**src/rtl/div_pkg.sv**
```systemverilog
// Shared types for the iterative RV32M divider.
//   div_op_type  : one-hot operation select (div, divu, rem, remu)
//   div_in_type  : start request, flush, op select and the two operands
//   div_out_type : result word and one-cycle ready pulse
package div_pkg;

  typedef struct packed {
    logic div;
    logic divu;
    logic rem;
    logic remu;
  } div_op_type;

  typedef struct packed {
    logic        enable;
    logic        clear;
    div_op_type  div_op;
    logic [31:0] rdata1;
    logic [31:0] rdata2;
  } div_in_type;

  typedef struct packed {
    logic [31:0] result;
    logic        ready;
  } div_out_type;

endpackage

```
**src/rtl/div_if.sv**
```systemverilog
// Execute-stage connection between the issue/operand-read stage and the
// divider.
//   div_in  : request bundle (enable, clear, div_op, rdata1, rdata2)
//   div_out : response bundle (result, ready)
//   master  : the pipeline side, drives div_in
//   slave   : the divider side, drives div_out
interface div_if;
  import div_pkg::*;

  div_in_type  div_in;
  div_out_type div_out;

  modport master (output div_in, input div_out);
  modport slave  (input div_in, output div_out);
endinterface

```
**src/rtl/div.sv**
```systemverilog
// Iterative radix-2 divider for RV32M DIV, DIVU, REM and REMU.
// One quotient bit per clock, followed by a sign-correction cycle.
// Divide-by-zero and signed overflow finish straight from IDLE.
//   clk : clock, all registers update on the rising edge
//   rst : synchronous active-high reset, also zeroes the result
//   bus : div_if slave port
//         div_in.enable : start request, honoured only in IDLE
//         div_in.clear  : flush, aborts any operation, keeps result
//         div_in.div_op : one-hot op select
//         div_in.rdata1 : dividend
//         div_in.rdata2 : divisor
//         div_out.result: quotient or remainder, held until next completion
//         div_out.ready : one-cycle completion pulse
module div
  import div_pkg::*;
#(
  parameter int XLEN = 32  // only 32 is supported
) (
  input  logic  clk,
  input  logic  rst,
  div_if.slave  bus
);

  localparam logic [1:0] IDLE = 2'd0;
  localparam logic [1:0] BUSY = 2'd1;
  localparam logic [1:0] FIX  = 2'd2;
  localparam logic [1:0] DONE = 2'd3;

  localparam logic [XLEN-1:0] INT_MIN = {1'b1, {(XLEN-1){1'b0}}};

  // Two's complement in XLEN bits: the magnitude of INT_MIN stays INT_MIN,
  // which is the correct value when read as unsigned.
  function automatic logic [XLEN-1:0] magnitude(input logic [XLEN-1:0] v,
                                                input logic            is_signed);
    return (is_signed && v[XLEN-1]) ? -v : v;
  endfunction

  logic [1:0]      state;
  logic [4:0]      count;
  logic [XLEN-1:0] rem_q;      // partial remainder, always < divisor
  logic [XLEN-1:0] dq_q;       // dividend shifting out, quotient shifting in
  logic [XLEN-1:0] divisor_q;
  logic [XLEN-1:0] result_q;
  logic            q_sign;
  logic            r_sign;
  logic            quot_sel_q; // 1: div/divu return quotient, 0: rem/remu

  div_in_type in_d;
  assign in_d = bus.div_in;

  // Start decode. A request with no op bit set is not a valid start.
  logic            op_valid;
  logic            op_signed;
  logic            op_quot;
  logic            div_zero;
  logic            overflow;
  logic            s1;
  logic            s2;
  logic [XLEN-1:0] special_result;

  assign op_valid  = |in_d.div_op;
  assign op_signed = in_d.div_op.div | in_d.div_op.rem;
  assign op_quot   = in_d.div_op.div | in_d.div_op.divu;
  assign s1        = op_signed & in_d.rdata1[XLEN-1];
  assign s2        = op_signed & in_d.rdata2[XLEN-1];
  assign div_zero  = (in_d.rdata2 == '0);
  assign overflow  = op_signed && (in_d.rdata1 == INT_MIN) && (in_d.rdata2 == '1);

  assign special_result = div_zero ? (op_quot ? '1 : in_d.rdata1)
                                   : (op_quot ? INT_MIN : '0);

  // One restoring step. The working remainder is XLEN+1 bits wide so the
  // trial subtract cannot overflow; its top bit is the borrow.
  logic [XLEN:0] shifted;
  logic [XLEN:0] trial;

  assign shifted = {rem_q, dq_q[XLEN-1]};
  assign trial   = shifted - {1'b0, divisor_q};

  // NOTE: state registers use non-blocking assignments so every register
  // samples the pre-edge values, independent of statement order.
  always_ff @(posedge clk) begin
    if (rst) begin
      state      <= IDLE;
      count      <= '0;
      rem_q      <= '0;
      dq_q       <= '0;
      divisor_q  <= '0;
      result_q   <= '0;
      q_sign     <= 1'b0;
      r_sign     <= 1'b0;
      quot_sel_q <= 1'b0;
    end else if (in_d.clear) begin
      // Flush wins over everything; the last completed result stays visible.
      state <= IDLE;
    end else begin
      case (state)
        IDLE: begin
          if (in_d.enable && op_valid) begin
            quot_sel_q <= op_quot;
            if (div_zero || overflow) begin
              result_q <= special_result;
              state    <= DONE;
            end else begin
              rem_q     <= '0;
              dq_q      <= magnitude(in_d.rdata1, op_signed);
              divisor_q <= magnitude(in_d.rdata2, op_signed);
              q_sign    <= s1 ^ s2;
              r_sign    <= s1;
              count     <= '0;
              state     <= BUSY;
            end
          end
        end

        BUSY: begin
          if (!trial[XLEN]) begin
            rem_q <= trial[XLEN-1:0];
            dq_q  <= {dq_q[XLEN-2:0], 1'b1};
          end else begin
            rem_q <= shifted[XLEN-1:0];
            dq_q  <= {dq_q[XLEN-2:0], 1'b0};
          end
          count <= count + 5'd1;
          if (count == 5'd31) begin
            state <= FIX;
          end
        end

        FIX: begin
          if (quot_sel_q) begin
            result_q <= q_sign ? -dq_q : dq_q;
          end else begin
            result_q <= r_sign ? -rem_q : rem_q;
          end
          state <= DONE;
        end

        DONE: begin
          state <= IDLE;
        end

        default: begin
          state <= IDLE;
        end
      endcase
    end
  end

  assign bus.div_out = '{result: result_q, ready: (state == DONE)};

endmodule
```
**src/flat_wrapper.sv**
```systemverilog
// flat-port wrapper written by rule: the top's interface ports become plain ports
module div_flat import div_pkg::*;
#(
  parameter int XLEN = 32                         
)
  (clk, rst, bus_div_in, bus_div_out);
  div_if bus_i ();
  input  logic clk;
  input  logic rst;
  input wire logic [$bits(bus_i.div_in)-1:0] bus_div_in;
  output wire logic [$bits(bus_i.div_out)-1:0] bus_div_out;
  assign bus_i.div_in = bus_div_in;
  assign bus_div_out = bus_i.div_out;
  div #(.XLEN(XLEN)) u_core (.clk(clk), .rst(rst), .bus(bus_i));
endmodule
```
**config.mk**
```make
export PLATFORM = sky130hd
export DESIGN_NAME = div_flat
export DESIGN_NICKNAME = d
export VERILOG_FILES = /design/src/rtl/div_pkg.sv /design/src/rtl/div_if.sv /design/src/rtl/div.sv /design/src/flat_wrapper.sv
export SDC_FILE = /design/constraint.sdc
export NUM_CORES = 1
export LEC_CHECK = 0
export CORE_AREA = 2 2 144 146
export CTS_CLUSTER_DIAMETER = 150
export DETAILED_ROUTE_END_ITERATION = 7
export DIE_AREA = 0 0 146 148
export PLACE_DENSITY = 0.77
export SYNTH_ARGS = -nofsm -noshare
export SYNTH_HDL_FRONTEND = slang
export SYNTH_SLANG_ARGS = --single-unit
```
**constraint.sdc**
```tcl
create_clock -name clk -period 3.2 [get_ports clk]
set_clock_uncertainty 0.1 [all_clocks]
set_input_delay 0.48 -clock clk [delete_from_list [all_inputs] [get_ports clk]]
set_output_delay 0.48 -clock clk [all_outputs]
set_load 0.02 [all_outputs]
```
# Yosys cells after proc, flatten, opt, wreduce, memory -nomap -nowiden
# Cells that the tools add are included.
totals:
  register_bits: 138
  output_inout_bits: 33
  inputBits: 72
  elab_cells: 75
classes:
  n_mux: 26
  eq_ne: 10
  bitwise: 7
  addsub: 6
  reduce_logical: 17
op_table:
  columns: ["operator", "n"]
  rows:
  - ["32-bit 2-to-1 mux", 15]
  - ["32-bit one-hot mux with 2 select lines", 3]
  - ["32-bit negation", 4]
  - ["32-bit == test, second input constant", 2]
  - ["33-bit by 32-bit subtractor with 33-bit output", 1]
  - ["32-bit zero test", 1]
  - ["4-bit AND reduction", 3]
  - ["5-bit 2-to-1 mux", 2]
  - ["5-bit one-hot mux with 2 select lines", 1]
  - ["2-bit one-hot mux with 4 select lines", 1]
  - ["2-bit 2-to-1 mux", 3]
  - ["2-bit by 1-bit inequality test with 1-bit output, second input constant", 3]
  - ["5-bit by 1-bit adder with 5-bit output, second input constant", 1]
  - ["5-bit == test, second input constant", 1]
  - ["1-bit logical AND", 5]
  - ["2-bit == test, second input constant", 2]
  - ["2-bit nonzero test", 2]
  - ["4-bit OR reduction", 1]
  - ["3-bit AND reduction", 1]
  - ["1-bit bitwise AND", 2]
  - ["2-bit by 1-bit == test with 1-bit output, second input constant", 1]
  - ["2-bit zero test", 1]
  - ["2-bit inequality test, second input constant", 1]
  - ["1-bit inverter", 2]
  - ["6 further kinds", 7]

# Logic depth before layout (Yosys ltp)
logic_depth:
  depth_word: 7
  ltp_mapped: 14
  depth_no_buf: 13

# Worst setup path after synthesis
# No wires, ideal clock.
synth_path:
  path_kind: "input to register"
  from: "input port bus_div_in[46]"
  to: "register u_core.result_q[3]"
  required_time_ns: 2.972
  n_path_buf: 1
  path_slack_ns: 0.176
  cell_stages: 10
  arrival_ns: 2.796
  setup_time_ns: 0.128
  cell_sequence: "or4_4 -> or3_4 -> or3_4 -> o21ai_2 -> nor2_1 -> nor4_4 -> buf_2 -> o311ai_0 -> o21ai_1 -> nor2_1"
synth_via:
  elab_chain_cells: 6
synth_lines:
  columns: ["item", "line_no", "rtl"]
  rows:
  - ["from (decl)", "flat_wrapper.sv:10", "input wire logic [$bits(bus_i.div_in)-1:0] bus_div_in;"]
  - ["32-bit == test", "div.sv:67", "assign overflow = op_signed && (in_d.rdata1 == INT_MIN) && (in_d.rdata2 == '1);"]
  - ["1-bit logical AND (2 in a row)", "div.sv:67", null]
  - ["1-bit logical OR", "div.sv:101", "if (div_zero || overflow) begin"]
  - ["2-bit by 1-bit inequality test with 1-bit output (no source line)", null, null]
  - ["4-bit AND reduction (no source line)", null, null]
  - ["to (signal assigned)", "div.sv:102", "result_q <= special_result;"]
  - ["to (signal assigned)", "div.sv:132", "result_q <= q_sign ? -dq_q : dq_q;"]
  - ["to (signal assigned)", "div.sv:134", "result_q <= r_sign ? -rem_q : rem_q;"]
  - ["to (decl)", "div.sv:43", "logic [XLEN-1:0] result_q;"]
# No other way between the ends.
# A chain may end at the register's enable or synchronous reset.

# Worst setup path after layout
layout_path:
  from: "register u_core.rem_q[3]"
  to: "register u_core.result_q[30]"
layout_via:
  elab_chain_cells: 4
layout_lines:
  columns: ["item", "line_no", "rtl"]
  rows:
  - ["from (decl)", "div.sv:40", "logic [XLEN-1:0] rem_q;"]
  - ["from (signal assigned)", "div.sv:118", "rem_q <= trial[XLEN-1:0];"]
  - ["from (signal assigned)", "div.sv:121", "rem_q <= shifted[XLEN-1:0];"]
  - ["32-bit negation", "div.sv:134", null]
  - ["32-bit 2-to-1 mux", "div.sv:134", null]
  - ["32-bit 2-to-1 mux", "div.sv:131", "if (quot_sel_q) begin"]
  - ["32-bit one-hot mux with 2 select lines", "div.sv:97", "case (state)"]
# No other way between the ends.

==> results.md <==
* Status: completed
* Number of global-route vias before repair at ~11000
* Minimum clock period at between 3 and 4 ns
* IO buf count at between 100 and 150
* Clk buf depth at 2
* Routability cong. at 0.9736
* Initial Utilization at 0.5242
* Critical path type: flip-flop to flip-flop
* Worst Reg-to-Reg Cells at 9
* Routed WL per cell at between 15 and 20 um
* Leading area contributor after synthesis: dfxtp_1
* Mapped Area at about 11000 um2
* Yosys Warn Count at 0
* Yosys cell types at 64
* Largest net degree at the start of global routing at 70
* Critical Path, Cell by Cell: or4_1 -> or4_4 -> nand2b_1 -> nand3b_1 -> nand2b_1 -> o21ai_1 -> xor2_1 -> a21oi_1 -> a22o_1
* DRT Pass-1 Iters at 7
* Chip width at approximately 150 um
* Ys flop type: dfxtp_1
* Antenna-violating nets left at 0
* Clock sink count at about 140
* F_max at 0.3222 GHz
* Slew margin rel. at 0.1908
* Max-cap violations at 0
* Pre-CTS setup slack at -0.4863 ns
* Share of the yosys chip area belonging to registers at 0.2630
* # hold bufs at CTS at 0
* Total core area at 20040 um2
* Global route total overflow at 0
* Global-route wire length before repair at roughly 54000 um
* Row count at 52
* Leakage at ~0.0057 uW
* IO Pins at roughly 110
* Routed WL at ~33000 um
* VDD IR-drop max at around 0.24 mV
* Pwr Total at 5309 uW
* Htree depth at 4
* Max FO, Critical Path at 7
* Slew Limit Fails at 0
* Final number of setup-violating endpoints at 0
* Arrival @ worst endpoint at about 3.3 ns
* DRC viols at 0
* Final period utilization at 0.9700
* Starting DRT DRC Count at between 800 and 900
* CTS clk-pin slew, worst paths at ~0.060 ns
* Die Y at roughly 150 um
* Setup ws final at a little under 0.1 ns
* Critical Path Most Common Cell: nand2b_1
* Fin nets at approximately 1800
* Post-synth EDFFs at 0
* Top cell type's share of synthesized area at 0.2630
* Reg2reg end: u_core.result_q[30]
* Power per cell area at 372.7 nW/um2
* DIE AREA at around 22000 um2
* Async set-reset flop share out of synthesis at 0
* CP Capture Type: flip-flop
* Fin. Hold Viols at 0
* Initial antenna violation count at 0
* Max stage delay on crit path at about 0.60 ns
* Vias/cell at roughly 5.8
* TritonCTS Buffers at 17
* Hold crit path type: flip-flop to flip-flop
* Post-synthesis sequential element count at about 140
* CTS root buf: clkbuf_16
* Mapped Nets at around 1600
* Crit start category: flip-flop
* Worst slew pin tran at 1.206 ns
* Syn avg cell area at 7.220 um2
* Area growth syn-to-layout at 35.59%
* Setup slack, reg-to-reg at approximately 0.096 ns
* Worst skew pair latency at 0.44 ns
* Detail Placement HPWL at 24340 um
* GRT Total Usage at 0.3001
* Inserted Diodes at 0
* Synth area leaders: dfxtp_1 (26%), nand2_1 (7.2%), o21ai_0 (6.4%)
* CP Launch Point: u_core.rem_q[3]
* Worst path required time at between 3 and 4 ns
* Layout cells sized above 1 at 0.1789
* Setup crit end: u_core.result_q[30]
* CTS tree: done
* DR vias at about 12000
* Worst r2r src: u_core.rem_q[3]
* Gate count of the mapped netlist at around 1500
* CP max-delay cell: or4_1
## power by group
group / internal, uW / switching (uW) / leakage, uW
Clock: 1250 / 813 / 0.000293
Combinational: 643 / 732 / 0.00424
Sequential: 1790 / 79.0 / 0.00112
Total: 3680 / 1620 / 0.00565
## worst max-delay path, delay by kind of cell, from the launching register on
| kind | cells | cell delay (ns) |
|---|---|---|
| xor+xnor | 1 | 0.22 |
| flops | 1 | 0.39 |
| compound gates | 3 | 0.53 |
| simple gates | 5 | 1.76 |
## cell usage after synthesis, types with 6 or more instances
library cell,instances
nor4_1,18
nor2b_1,12
a31oi_1,10
o41ai_1,17
nand3_1,19
a22oi_1,6
a211oi_1,33
o21ai_1,9
o22ai_1,9
a22o_1,14
inv_1,55
o311ai_0,14
clkbuf_1,70
buf_2,9
nor3_1,17
or4_1,18
mux2i_1,8
o21a_1,7
o21ai_0,134
nand4_1,14
xor2_1,74
dfxtp_1,138
or3_1,10
a21oi_1,124
o211ai_1,22
nor2_1,161
nand2b_1,9
ha_1,43
nand2_1,202
o31ai_1,26
a21o_1,12
xnor2_1,72
## sequential cells by signal (all words and copies together) (netlist names)
signal and count:
u_core.count 5, u_core.divisor_q 32, u_core.quot_sel_q 1, u_core.dq_q 32, u_core.rem_q 32, u_core.state 2, u_core.r_sign 1, u_core.q_sign 1
u_core.result_q 32
## worst min-delay path by stage
stage	endpoint	start	slack (ns)	depth (start not counted)
final	u_core.count[4]	u_core.count[4]	0.36	2
after global routing	u_core.count[4]	u_core.count[4]	0.38	2
after CTS	u_core.count[4]	u_core.count[4]	0.36	2
after detailed placement	u_core.count[4]	u_core.count[4]	0.35	2
after global placement	u_core.count[4]	u_core.count[4]	0.34	2
after floorplan	u_core.count[4]	u_core.count[4]	0.34	2
## cells by family after synthesis
family	count (synthesis)	share of synthesized area
and+or+nand+nor	510	0.2220
AOI/OAI and AO/OA	469	0.2799
xor gates and xnor gates	146	0.1217
buffers and inverters	140	0.05264
DFF	138	0.2630
adders and majority gates	44	0.05312
muxes	8	0.007623
## timing repair
action / CTS / global route
pin swaps: 6 / 16
gates cloned: 2 / 1
buffers inserted: 2 / 4
hold endpoints to repair: 0 / 0
endpoints found under the setup margin: 39 / 56
resized for setup: 12 / 45
## final cells by class
type | count | area, um2
clock buffer | 18 | 439.2
fill | 1641 | 5796
inverter | 55 | 206.4
tap | 270 | 337.8
clock inverter | 14 | 171.4
timing repair buffer | 325 | 2907
sequential | 138 | 2769
multi-input combinational | 1177 | 7413
## per-stage QoR
| stage | area (um2) | std cells | hold WS [ns] | setup TNS (ns) | util |
|---|---|---|---|---|---|
| global route | 14240 | 1997 | 0.3775 | -0.07716 | 0.7108 |
| finish | 14240 | 1997 | 0.3554 | 0 | 0.7108 |
| CTS | 14010 | 1993 | 0.3588 | 0 | 0.6994 |
| floorplan | 10510 | 1455 | 0.3362 | 0 | - |
| global placement | 13290 | 1958 | 0.3416 | -23.78 | 0.6630 |
| detailed placement | 13290 | 1958 | 0.3507 | -28.80 | 0.6630 |
## metal layers
layer	GRT usage	vias to the layer above	wire length, um
met2	0.5137	457	15530
met5	0	-	0
met1	0.3778	5337	13960
li1	-	5738	-
met3	0.04321	88	2059
met4	0.1311	0	1081
## layout by cell type (no fill, tap or decap), drive strengths merged, types with 26 or more instances in the layout
master,count
a211oi,38
a21oi,124
buf,221
clkdlybuf4s50,102
dfxtp,138
ha,43
inv,57
nand2,202
nor2,162
o21ai,144
o31ai,26
xnor2,72
xor2,74
Note: power is estimated with default switching activity, not from simulation.
